File: config.mk
export PLATFORM = sky130hd
export DESIGN_NAME = display_p2s_out
export DESIGN_NICKNAME = d
export VERILOG_FILES = /design/src/rtl/display_p2s_out.sv
export SDC_FILE = /design/constraint.sdc
export NUM_CORES = 1
export LEC_CHECK = 0
export BUFFER_PORTS_ARGS = -buffer_cell sky130_fd_sc_hd__buf_2
export CAP_MARGIN = 25
export CORE_MARGIN = 5
export CORE_UTILIZATION = 40
export CTS_BUF_LIST = sky130_fd_sc_hd__clkbuf_8
export DETAILED_ROUTE_END_ITERATION = 10
export SLEW_MARGIN = 10
export SYNTH_ARGS = -nofsm -noshare
export SYNTH_HDL_FRONTEND = slang
export SYNTH_SLANG_ARGS = --single-unit
File: constraint.sdc
create_clock -name clk -period 4.1 [get_ports clk]
set_input_delay 0.41 -clock clk [delete_from_list [all_inputs] [get_ports clk]]
set_output_delay 0.41 -clock clk [all_outputs]
set_load 0.05 [all_outputs]
File: src/rtl/display_p2s_out.sv
// Snapshots eight hex digits, points, blank mask and LEDs, encodes 7-segment bytes and shifts them MSB-first
// into 74HC595-style chains with a latch pulse. Define LED_CHAIN_EN to also drive the LED chain.
module display_p2s_out #(
  parameter int DIV = 2,
  parameter int GAP = 16
) (
  input  logic        clk,
  input  logic        RSTN,
  input  logic [31:0] hex_data,
  input  logic [7:0]  point,
  input  logic [7:0]  blank,
  input  logic [15:0] led_data,
  output logic        seg_clk,
  output logic        seg_dout,
  output logic        seg_pen,
  output logic        seg_clrn,
  output logic        led_clk,
  output logic        led_dout,
  output logic        led_pen,
  output logic        led_clrn,
  output logic        busy,
  output logic        frame_done,
  output logic [2:0]  dbg_state
);

  typedef enum logic [2:0] {
    IDLE      = 3'd0,
    LOAD      = 3'd1,
    SEG_SHIFT = 3'd2,
    SEG_LATCH = 3'd3,
    LED_SHIFT = 3'd4,
    LED_LATCH = 3'd5,
    GAP_WAIT  = 3'd6
  } state_t;

  localparam logic [15:0] HALF    = 16'(DIV);
  localparam logic [15:0] HALF_M1 = 16'(DIV - 1);
  localparam logic [15:0] BIT_END = 16'(2 * DIV - 1);
  localparam logic [15:0] GAP_M1  = 16'(GAP - 1);

  state_t      state_q, state_d;
  logic [15:0] cnt_q, cnt_d;
  logic [5:0]  bit_q, bit_d;
  logic [63:0] seg_sr_q, seg_sr_d;
  logic        seg_clk_q, seg_clk_d, seg_dout_q, seg_dout_d, seg_pen_q, seg_pen_d;
  logic        seg_clrn_q, busy_q, busy_d, frame_done_q, frame_done_d;
  logic [63:0] seg_frame;

  // Active-high a..g font; the dp bit is prepended and the byte inverted below.
  function automatic logic [6:0] font(input logic [3:0] h);
    case (h)
      4'h0: font = 7'h3F;  4'h1: font = 7'h06;  4'h2: font = 7'h5B;  4'h3: font = 7'h4F;
      4'h4: font = 7'h66;  4'h5: font = 7'h6D;  4'h6: font = 7'h7D;  4'h7: font = 7'h07;
      4'h8: font = 7'h7F;  4'h9: font = 7'h6F;  4'hA: font = 7'h77;  4'hB: font = 7'h7C;
      4'hC: font = 7'h39;  4'hD: font = 7'h5E;  4'hE: font = 7'h79;  default: font = 7'h71;
    endcase
  endfunction

  function automatic logic [63:0] encode_frame(input logic [31:0] h, input logic [7:0] p,
                                               input logic [7:0] b);
    logic [63:0] f;
    f = '0;
    for (int i = 0; i < 8; i++) begin
      f[i*8 +: 8] = b[i] ? 8'hFF : ~{p[i], font(h[i*4 +: 4])};
    end
    return f;
  endfunction

  assign seg_frame = encode_frame(hex_data, point, blank);

  always_ff @(posedge clk or negedge RSTN) begin
    if (!RSTN) begin
      state_q <= IDLE;
      cnt_q   <= '0;
      bit_q   <= '0;
    end else begin
      state_q <= state_d;
      cnt_q   <= cnt_d;
      bit_q   <= bit_d;
    end
  end

  // cnt_q times the clock phases within a bit, the latch pulse and the gap.
  always_comb begin
    state_d = state_q;
    cnt_d   = cnt_q;
    bit_d   = bit_q;
    case (state_q)
      IDLE: state_d = LOAD;
      LOAD: begin
        state_d = SEG_SHIFT;
        cnt_d   = '0;
        bit_d   = '0;
      end
      SEG_SHIFT: begin
        if (cnt_q == BIT_END) begin
          cnt_d = '0;
          if (bit_q == 6'd63) state_d = SEG_LATCH;
          else                bit_d   = bit_q + 6'd1;
        end else begin
          cnt_d = cnt_q + 16'd1;
        end
      end
      SEG_LATCH: begin
        if (cnt_q == HALF_M1) begin
          cnt_d = '0;
          bit_d = '0;
`ifdef LED_CHAIN_EN
          state_d = LED_SHIFT;
`else
          state_d = GAP_WAIT;
`endif
        end else begin
          cnt_d = cnt_q + 16'd1;
        end
      end
`ifdef LED_CHAIN_EN
      LED_SHIFT: begin
        if (cnt_q == BIT_END) begin
          cnt_d = '0;
          if (bit_q == 6'd15) state_d = LED_LATCH;
          else                bit_d   = bit_q + 6'd1;
        end else begin
          cnt_d = cnt_q + 16'd1;
        end
      end
      LED_LATCH: begin
        if (cnt_q == HALF_M1) begin
          cnt_d   = '0;
          state_d = GAP_WAIT;
        end else begin
          cnt_d = cnt_q + 16'd1;
        end
      end
`endif
      GAP_WAIT: begin
        if (cnt_q == GAP_M1) state_d = LOAD;
        else                 cnt_d   = cnt_q + 16'd1;
      end
      default: state_d = IDLE;
    endcase
  end

  // Outputs are registered from the next state so every pin changes on the same edge as the FSM.
  always_comb begin
    seg_clk_d    = (state_d == SEG_SHIFT) && (cnt_d >= HALF);
    seg_pen_d    = (state_d == SEG_LATCH);
    busy_d       = (state_d != IDLE) && (state_d != GAP_WAIT);
    frame_done_d = (state_d == GAP_WAIT) && (state_q != GAP_WAIT);
    seg_sr_d     = seg_sr_q;
    seg_dout_d   = seg_dout_q;
    if (state_q == LOAD) begin
      seg_dout_d = seg_frame[63];
      seg_sr_d   = {seg_frame[62:0], 1'b0};
    end else if ((state_d == SEG_SHIFT) && (cnt_d == 16'd0)) begin
      seg_dout_d = seg_sr_q[63];
      seg_sr_d   = {seg_sr_q[62:0], 1'b0};
    end
  end

  always_ff @(posedge clk or negedge RSTN) begin
    if (!RSTN) begin
      seg_sr_q     <= '0;
      seg_clk_q    <= 1'b0;
      seg_dout_q   <= 1'b0;
      seg_pen_q    <= 1'b0;
      seg_clrn_q   <= 1'b0;
      busy_q       <= 1'b0;
      frame_done_q <= 1'b0;
    end else begin
      seg_sr_q     <= seg_sr_d;
      seg_clk_q    <= seg_clk_d;
      seg_dout_q   <= seg_dout_d;
      seg_pen_q    <= seg_pen_d;
      seg_clrn_q   <= 1'b1;
      busy_q       <= busy_d;
      frame_done_q <= frame_done_d;
    end
  end

`ifdef LED_CHAIN_EN
  logic [15:0] led_sr_q, led_sr_d;
  logic        led_clk_q, led_clk_d, led_dout_q, led_dout_d, led_pen_q, led_pen_d, led_clrn_q;

  // LEDs are active-low, so the snapshot is stored inverted.
  always_comb begin
    led_clk_d  = (state_d == LED_SHIFT) && (cnt_d >= HALF);
    led_pen_d  = (state_d == LED_LATCH);
    led_sr_d   = led_sr_q;
    led_dout_d = led_dout_q;
    if (state_q == LOAD) begin
      led_sr_d = ~led_data;
    end else if ((state_d == LED_SHIFT) && (cnt_d == 16'd0)) begin
      led_dout_d = led_sr_q[15];
      led_sr_d   = {led_sr_q[14:0], 1'b0};
    end
  end

  always_ff @(posedge clk or negedge RSTN) begin
    if (!RSTN) begin
      led_sr_q   <= '0;
      led_clk_q  <= 1'b0;
      led_dout_q <= 1'b0;
      led_pen_q  <= 1'b0;
      led_clrn_q <= 1'b0;
    end else begin
      led_sr_q   <= led_sr_d;
      led_clk_q  <= led_clk_d;
      led_dout_q <= led_dout_d;
      led_pen_q  <= led_pen_d;
      led_clrn_q <= 1'b1;
    end
  end

  assign led_clk  = led_clk_q;
  assign led_dout = led_dout_q;
  assign led_pen  = led_pen_q;
  assign led_clrn = led_clrn_q;
`else
  logic unused_led;
  assign unused_led = ^led_data;
  assign led_clk    = 1'b0;
  assign led_dout   = 1'b0;
  assign led_pen    = 1'b0;
  assign led_clrn   = 1'b0;
`endif

  assign seg_clk    = seg_clk_q;
  assign seg_dout   = seg_dout_q;
  assign seg_pen    = seg_pen_q;
  assign seg_clrn   = seg_clrn_q;
  assign busy       = busy_q;
  assign frame_done = frame_done_q;
  assign dbg_state  = state_q;

endmodule
# --- Word level (Yosys, flattened, before mapping) ---
# Memory sizes are Yosys's and may differ from the RTL's.
# Cells that the tools add are included.
word_totals:
  ff_bits: 95
  mem_bits_ro: 896
  output_inout_bits: 13
  memories: 8
  inputBits: 66
  elab_cells: 80
op_classes:
  order_cmp: 1
  n_eq_ne: 16
  reduce_logical: 10
  n_mux: 25
  bitwise_logic: 8
  n_addsub: 2
mem_list:
  columns: ["name", "words", "word_bits", "rd", "rd_clocked_by_memory_dff", "wr", "line", "rtl"]
  rows:
  - ["(no name shown)", 16, 7, 1, 0, 0, "51", "case (h)"]
  - ["(no name shown)", 16, 7, 1, 0, 0, "51", null]
  - ["(no name shown)", 16, 7, 1, 0, 0, "51", null]
  - ["(no name shown)", 16, 7, 1, 0, 0, "51", null]
  - ["(no name shown)", 16, 7, 1, 0, 0, "51", null]
  - ["(no name shown)", 16, 7, 1, 0, 0, "51", null]
  - ["+2 memories", null, null, null, null, null, null, null]
op_table:
  columns: ["op", "n"]
  rows:
  - ["two-way mux 64 bit", 2]
  - ["two-way mux 8 bit", 8]
  - ["inverter 8 bit", 8]
  - ["one-hot mux 16 bit (4 select lines)", 1]
  - ["two-way mux 16 bit", 3]
  - ["two-way mux 6 bit", 3]
  - ["one-hot mux 6 bit (3 select lines)", 1]
  - ["adder 16 x 1 -> 16 bit, second input constant", 1]
  - ["equality test 16 x 1 -> 1 bit, second input constant", 1]
  - ["equality test 16 x 2 -> 1 bit, second input constant", 1]
  - ["equality test 16 x 4 -> 1 bit, second input constant", 1]
  - [">= comparator 16 x 2 -> 1 bit, second input constant", 1]
  - ["logical NOT 16 bit", 1]
  - ["one-hot mux 3 bit (5 select lines)", 1]
  - ["equality test 3 x 2 -> 1 bit, second input constant", 4]
  - ["two-way mux 3 bit", 4]
  - ["adder 6 x 1 -> 6 bit, second input constant", 1]
  - ["equality test 3 bit, second input constant", 2]
  - ["equality test 6 bit, second input constant", 1]
  - ["inequality test 2 bit, second input constant", 3]
  - ["inequality test 3 bit, second input constant", 2]
  - ["nonzero test 3 bit", 2]
  - ["logical AND 1 bit", 4]
  - ["AND reduction 4 bit", 1]
  - ["4 further kinds", 5]

# --- Longest topological paths before layout ---
# Gate-level depths: netlist (run 1).
depth:
  depth_word: 8
  ltp_mapped: 12
  mapped_depth_nobuf: 10

# --- Least setup slack after synthesis (run 1) ---
# Ideal clock, no wire load.
synth_path:
  path_kind: "reg-to-reg"
  from: "reg state_q[1], in the netlist dbg_state[1]"
  to: "reg seg_sr_q[16]"
  setup_time_ns: 0.125
  path_slack_ns: 0.802
  stages_incl_launch_ff: 12
  arrival_time_ns: 3.172
  path_buffers: 3
  period_less_slack_ns: 3.298
  required_ns: 3.975
  cell_sequence: "dfrtp_1 > buf_4 > nor2b_1 > nor2_1 > o31a_1 > a2111oi_0 > a21oi_1 > or3_1 > nor2_4 > buf_8 > buf_12 > mux2_4"
synth_between:
  elab_chain_cells: 6
  word_cells_on_any_way: 16
  classes_between: "eq/ne: 5; mux: 7; reduce/logical: 4"
synth_rtl:
  columns: ["element", "line", "rtl"]
  rows:
  - ["start: declaration", "41", "state_t state_q, state_d;"]
  - ["start signal: assignment", "77", "state_q <= state_d;"]
  - ["two-way mux 3 bit", "98", "if (bit_q == 6'd63) state_d = SEG_LATCH;"]
  - ["two-way mux 3 bit", "96", "if (cnt_q == BIT_END) begin"]
  - ["one-hot mux 3 bit (5 select lines)", "88", "case (state_q)"]
  - ["equality test 3 x 2 -> 1 bit", "155", "end else if ((state_d == SEG_SHIFT) && (cnt_d == 16'd0)) begin"]
  - ["logical AND 1 bit", "155", null]
  - ["nonzero test 2 bit (no line)", null, null]
  - ["end signal: assignment", "171", "seg_sr_q <= seg_sr_d;"]
  - ["end: declaration", "44", "logic [63:0] seg_sr_q, seg_sr_d;"]
# Several ways; a longest one is shown, not always the timed one.
# A chain may end at the register's enable or synchronous reset.

# --- Worst setup path after layout (run 1) ---
layout_path:
  from: "reg cnt_q[0]"
  to: "reg seg_sr_q[44]"
layout_between:
  elab_chain_cells: 6
  word_cells_on_any_way: 16
  classes_between: "add/sub: 1; eq/ne: 4; mux: 8; reduce/logical: 3"
layout_rtl:
  columns: ["element", "line", "rtl"]
  rows:
  - ["start: declaration", "42", "logic [15:0] cnt_q, cnt_d;"]
  - ["start signal: assignment", "78", "cnt_q <= cnt_d;"]
  - ["adder 16 x 1 -> 16 bit, or another cell as far along", "101, 114, 138", null]
  - ["two-way mux 16 bit, or another cell as far along", "137", "if (cnt_q == GAP_M1) state_d = LOAD;"]
  - ["one-hot mux 16 bit (4 select lines) / one-hot mux 3 bit (5 select lines) (equally long branches)", "88", null]
  - ["logical NOT 16 bit / equality test 3 x 2 -> 1 bit (equally long branches)", "155", null]
  - ["logical AND 1 bit *", "155", null]
  - ["nonzero test 2 bit (no line) *", null, null]
# Mark *: on every way between the ends. The rest lies on a longest branch, timed or not.

==> metrics.md, run 1 <==
| Metric | Value |
|---|---|
| Non-filler cells, final | 1,055 |
| CTS tree | done |
| Setup WS post-layout | around 570 ps |
| Initial antenna violation count | 1 |
| EDFF count, synth | 0 |
| Syn-to-layout area delta | 9.22% |
| Clk slew on worst S/H paths | 90 ps |
| Final count of pins violating max slew | 0 |
| Via-to-Cell Ratio | about 5.4 |
| Worst-path maximum fanout | between 40 and 50 |
| LEAKAGE | ~3.3 nW |
| Async set-reset flop share out of synthesis | 1.00 |
| Clock latency on the worst-skew pair | between 300 and 400 ps |
| CTS Root Cell | clkbuf_8 |
| CP Class | reg2reg |
| Crit share post-route | 0.861 |
| Number of library cell types mapped by synthesis | 66 |
| Outcome | finished, final reports clean |
| CP peak stage delay | roughly 510 ps |
| Number of top-level pins | between 70 and 80 |
| Initial core utilization | 0.404 |
| Full die area | around 20,000 sq um |
| Vias in the first global route | between 5,000 and 6,000 |
| Overall Power | about 1.9 mW |
| CP max stage cell | and2_1 |
| VDD IR-drop max | 0.151 mV |
| Worst Path Required | around 4400 ps |
| Row Count | 48 |
| CP Buf/Inv Count | 1 |
| Hold slack final | a little over 400 ps |
| Total number of vias | approximately 5,700 |
| RSZ-0062 raised after global routing | no |
| Final hold vios | 0 |
| Global-route wire length before repair | 25.7 mm |
| Total track usage | 0.154 |
| Fmax | 0.283 GHz |
| Sink Count | 94 |
| Routed len/inst | 14.6 um |
| Min Tclk post-route | between 3000 and 4000 ps |
| Register Area | around 2400 sq um |
| Worst Tran Pin Value | between 700 and 800 ps |
| Multi-input gate area | between 4000 and 5000 sq um |
| CP Capture Type | register |
| FF+latch count, synth | 94 |
| Post-DP HPWL | 10.7 mm |
| Largest net degree at the start of global routing | approximately 110 |
| Gpl congestion | ~0.86 |
| Routed Antenna Nets | 0 |
| CP Launch Type | register |
| Layout Utilization | 0.442 |
| Setup TNS | 0 ps |
| DRC Markers | 0 |
| Max-cap viol count | 0 |
| Pwr dens | ~250 nW/um^2 |
| # fillers | approximately 1,800 |
| Place WS | 624 ps |
| Syn Inst Count | approximately 790 |
| H-tree depth | 3 |
| Synth Warn # | 0 |
| CP top delay family | simple AND/OR/NAND/NOR gates |
| Maximum clock path buffer count | 2 |
| Final wirelength | 15.4 mm |
| IO Port Bufs | 58 |
| Most frequent cells in the layout | 113 x nor2_1, 94 x dfrtp_1, 57 x buf_2 |
| Worst EP arrival | 3800 ps |
| Setup-failing EPs final | 0 |
| Core area | 17,200 sq um |
| CTS buffer count | 9 |
| Sequential share of the synthesized area | 0.339 |
| Die Height | around 140 um |
| Global route overflow | 0 |
| Main flop type after synthesis | dfrtp_1 |
| DRT Pass-1 Iters | 5 |
| # Post-CTS Setup Buffers | 0 |
| Placed insts | 1,034 |
| Detailed Route Iter0 Violations | between 400 and 500 |
| Die Span X | ~140 um |
| PostCTS Resize Cnt | 0 |
| Cell Area, Synth | 6950 sq um |
| Share of layout cells above drive strength 1 | 0.163 |
| Leading cell type in the layout, fill and taps excluded | nor2_1 |
| Syn Area/Cell | 8.75 sq um |
| Worst min path class | in2reg |
| CP Cell Sequence | ha_1, and3_1, nand4_1, nand3_1, and2_1, o41ai_1, or3_1, nor2_4, buf_12, mux2_2 |
| Placed Area | roughly 7300 sq um |
| Final net count | just over 900 |
| Setup Skew | ~7.3 ps |
| Slew margin rel. | 0.502 |
| Post-CTS Hold Fix Bufs | 0 |
| Post-route cell area | ~7600 sq um |
## synthesized netlist by cell type (all sizes together) (4+ instances only)
| cell | instances | area [sq um] |
|---|---|---|
| mux2i | 10 | 100 |
| o21ai | 44 | 220 |
| inv | 53 | 199 |
| a31oi | 41 | 257 |
| o32a | 7 | 70.1 |
| nand3 | 19 | 95.1 |
| nor2b | 13 | 81.3 |
| o211ai | 8 | 60.1 |
| clkbuf | 29 | 109 |
| nand4 | 7 | 43.8 |
| a221oi | 7 | 61.3 |
| ha | 43 | 538 |
| nand2 | 49 | 184 |
| a211oi | 5 | 37.5 |
| xor2 | 8 | 70.1 |
| o31ai | 8 | 60.1 |
| nor2 | 115 | 439 |
| and3 | 4 | 25.0 |
| nor4 | 8 | 62.6 |
| buf | 25 | 169 |
| dfrtp | 94 | 2350 |
| mux4 | 8 | 180 |
| nor3 | 21 | 105 |
| mux2 | 61 | 724 |
| a21oi | 51 | 259 |
| nor3b | 5 | 37.5 |
## final cells by class
| cell class | count | area share |
|---|---|---|
| antenna | 2 | 0.000660 |
| clock buffer | 10 | 0.0181 |
| clock inverter | 6 | 0.00594 |
| inverter | 53 | 0.0262 |
| multi-input combinational | 596 | 0.545 |
| sequential | 94 | 0.310 |
| tap | 225 | 0.0371 |
| timing repair buffer | 69 | 0.0567 |
## worst paths after layout
| check | startpoint | end | slack [ps] | cells after the start |
|---|---|---|---|---|
| worst max-delay path | cnt_q[0]$_DFF_PN0_ | seg_sr_q[44]$_DFFE_PN0P_ | 570 | 10 |
| worst min-delay path | blank[0] | seg_sr_q[4]$_DFFE_PN0P_ | 420 | 4 |
| worst max register to register | cnt_q[0]$_DFF_PN0_ | seg_sr_q[44]$_DFFE_PN0P_ | 570 | 10 |
| worst min register to register | seg_sr_q[2]$_DFFE_PN0P_ | seg_sr_q[2]$_DFFE_PN0P_ | 490 | 1 |
| max in group asynchronous | RSTN | seg_sr_q[14]$_DFFE_PN0P_ | 3060 | 3 |
| min in group asynchronous | RSTN | bit_q[2]$_DFFE_PN0P_ | 460 | 2 |
## where the power goes
part	total [mW]	internal, mW	switching, mW
clock	0.596	0.241	0.355
combinational	0.317	0.140	0.177
sequential	0.987	0.966	0.0204
## flip-flops by register name, indices dropped and copies added (netlist names)
| signal | count |
|---|---|
| cnt_q | 16 |
| seg_pen | 1 |
| busy | 1 |
| frame_done | 1 |
| seg_clrn | 1 |
| seg_sr_q | 63 |
| bit_q | 6 |
| seg_dout | 1 |
| dbg_state | 3 |
| seg_clk | 1 |
## metal layers
| layer | global-route usage | part of all wire | vias to the layer above |
|---|---|---|---|
| met3 | 0.0351 | 0.044 | 14 |
| met1 | 0.212 | 0.48 | 2732 |
| met2 | 0.245 | 0.46 | 104 |
| met4 | 0.0369 | 0.0094 | 2 |
| li1 | - | - | 2892 |
| met5 | 0 | 0.00084 | - |
## worst reg2reg max path: cells and delay by family (launching register included)
family | cells | cell delay [ps]
compound gates | 1 | 150
mux | 1 | 400
fa+ha+maj | 1 | 360
flops | 1 | 470
buf+inv | 1 | 280
simple gates | 6 | 1760
## logic make-up (layout without fill, tap and decap cells)
kind of cell,Yosys count,count (layout),share of synthesized area
buffers and inverters,107,138,0.0686
other,2,7,0.00108
and+or+nand+nor,262,262,0.178
xor gates and xnor gates,10,10,0.0126
AOI/OAI and AO/OA,197,197,0.179
adders and majority gates,43,43,0.0775
DFF,94,94,0.339
muxes,79,79,0.145
No activity file was read; power rests on OpenSTA's default activity.
==> inputs of run 2 (changes only) <==
==> constraint.sdc (replaced) <==
create_clock -name clk -period 4.2 [get_ports clk]
set_input_delay 0.42 -clock clk [delete_from_list [all_inputs] [get_ports clk]]
set_output_delay 0.42 -clock clk [all_outputs]
set_load 0.01 [all_outputs]
==> run 2 against run 1 <==
Net effect:
- clock power shrank 6.5%
- critical path depth did not move
- sequential cell count unchanged
- clock-buffer cell count unchanged
- power down 4.3%
- sequential power shrank 2.5%
- combinational power shrank 6%
- non-clock buffer count decreased by 3
- die area unchanged
- setup slack about the same
- critical path type unchanged
- largest cell class unchanged
==> metrics.md, run 2 (synthesis gave the netlist of run 1 again) <==
| Metric | Value |
|---|---|
| Initial core utilization | 0.404 |
| Worst min path class | in2reg |
| CTS tree | done |
| Most frequent cells in the layout | 113 x nor2_1, 94 x dfrtp_1, 57 x buf_2 |
| Hold depth | 4 |
| Largest net degree at the start of global routing | ~110 |
| Die Height | approximately 140 um |
| CP Capture Type | register |
| Max-cap viol count | 0 |
| Non-filler cells, final | approximately 1,100 |
| DRC Markers | 0 |
| Worst Tran Pin Value | ~990 ps |
| Slew margin rel. | 0.342 |
| H-tree depth | 3 |
| Setup Skew | ~11 ps |
| Core area | 17,200 sq um |
| Final hold vios | 0 |
| Outcome | finished, final reports clean |
| Final count of pins violating max slew | 0 |
| Max reg flops | 63 |
| Global route overflow | 0 |
| Total track usage | 0.156 |
| R2R Setup Slk | about 570 ps |
| Worst r2r src | cnt_q[0]$_DFF_PN0_ |
| Final wirelength | ~15 mm |
| Overall Power | between 1.5 and 2 mW |
| Placed insts | between 1,000 and 1,500 |
| CTS buffer count | 9 |
| Pwr dens | 241 nW/um^2 |
| Setup-failing EPs final | 0 |
| IO Port Bufs | 58 |
| Vias in the first global route | roughly 5,400 |
| Full die area | between 20,000 and 25,000 sq um |
| Hold slack final | 446 ps |
| Final net count | 929 |
| Setup TNS | 0 ps |
| Min Tclk post-route | roughly 3600 ps |
| Fmax | 0.276 GHz |
| RSZ-0062 raised after global routing | no |
| DRT Pass-1 Iters | 5 |
| # Post-CTS Setup Buffers | 0 |
| Routed Antenna Nets | 0 |
| Die Span X | 142 um |
| Share of layout cells above drive strength 1 | 0.159 |
| R2R depth | 10 |
| Total number of vias | about 5,700 |
| VDD IR-drop max | about 0.18 mV |
| CP startpoint | cnt_q[0]$_DFF_PN0_ |
| Min-delay src | blank[6] |
| Post-DP HPWL | 10.8 mm |
| Hold path endpoint | seg_sr_q[52]$_DFFE_PN0P_ |
| Initial antenna violation count | 0 |
| Post-CTS Hold Fix Bufs | 0 |
| Worst Path Required | 4460 ps |
| Clock latency on the worst-skew pair | 370 ps |
| Layout Utilization | 0.439 |
| PostCTS Resize Cnt | 0 |
| CP Class | reg2reg |
| Via-to-Cell Ratio | approximately 5.4 |
| Clk slew on worst S/H paths | about 90 ps |
| Worst EP arrival | 3890 ps |
| LEAKAGE | between 3 and 4 nW |
| Most flops, register | seg_sr_q |
| Detailed Route Iter0 Violations | 452 |
| Gpl congestion | approximately 0.85 |
| Global-route wire length before repair | ~26 mm |
| Reg-to-Reg End | seg_sr_q[45]$_DFFE_PN0P_ |
| Maximum clock path buffer count | 2 |
| CTS Root Cell | clkbuf_8 |
| Biggest regs | seg_sr_q x63, cnt_q x16, bit_q x6 |
| Syn-to-layout area delta | 8.58% |
| Crit share post-route | 0.864 |
| Routed len/inst | around 15 um |
| Sink Count | 94 |
| Row Count | 48 |
| Leading cell type in the layout, fill and taps excluded | nor2_1 |
| CP Launch Type | register |
| Worst-path maximum fanout | 35 |
| Number of top-level pins | 79 |
run 2: changes by cell type in the layout (fill, tap and decap cells not counted), sizes merged:
cell	previous run	this run
buf	68	65
run 2: worst max path at each step:
| stage | to | slack, ps | depth (start not counted) |
|---|---|---|---|
| 3_3_place_gp | seg_sr_q[30]$_DFFE_PN0P_ | 580 | 10 |
| 5_1_grt | seg_sr_q[52]$_DFFE_PN0P_ | 270 | 10 |
| 6_report | seg_sr_q[45]$_DFFE_PN0P_ | 570 | 10 |
| 4_1_cts | seg_sr_q[45]$_DFFE_PN0P_ | 550 | 9 |
| 3_5_place_dp | seg_sr_q[45]$_DFFE_PN0P_ | 570 | 9 |
| 2_1_floorplan | seg_sr_q[16]$_DFFE_PN0P_ | 1200 | 11 |
run 2: worst max-delay path, stage by stage (launching register included):
cell and delay (ps):
dfrtp_1 470, ha_1 350, and3_1 250, nand4_1 160, nand3_1 280, and2_1 500
o41ai_1 100, or3_1 540, nor2_4 250, buf_12 240, mux2_2 360
run 2: per-stage QoR:
stage / instance area [sq um] / worst slack, ps
after floorplan: 6960 / 1200
after CTS: 7510 / 550
after detailed placement: 7330 / 570
final: 7540 / 571
after global routing: 7540 / 270
after global placement: 7330 / 582
run 2: layout make-up:
class | instances | area (sq um)
Antenna cell | 2 | 5.00
Sequential cell | 94 | 2350
Tap cell | 225 | 282
Inverter | 53 | 199
Fill cell | 1753 | 9640
Multi-Input combinational cell | 596 | 4140
Clock inverter | 6 | 37.5
Timing Repair Buffer | 66 | 393
Clock buffer | 10 | 138
run 2: metal layers:
layer / part of all wire / routed length (um) / global-route usage / vias to the layer above
met5: 0 / 0 / 0 / -
met3: 0.036 / 553 / 0.0303 / 13
met1: 0.50 / 7600 / 0.220 / 2715
met4: 0.010 / 157 / 0.0343 / 0
li1: - / - / - / 2883
met2: 0.46 / 6960 / 0.248 / 95
run 2: report_power, final:
part,total (mW),internal (mW),switching (mW)
Sequential,0.962,0.943,0.0191
Combinational,0.299,0.136,0.163
Clock,0.557,0.229,0.328
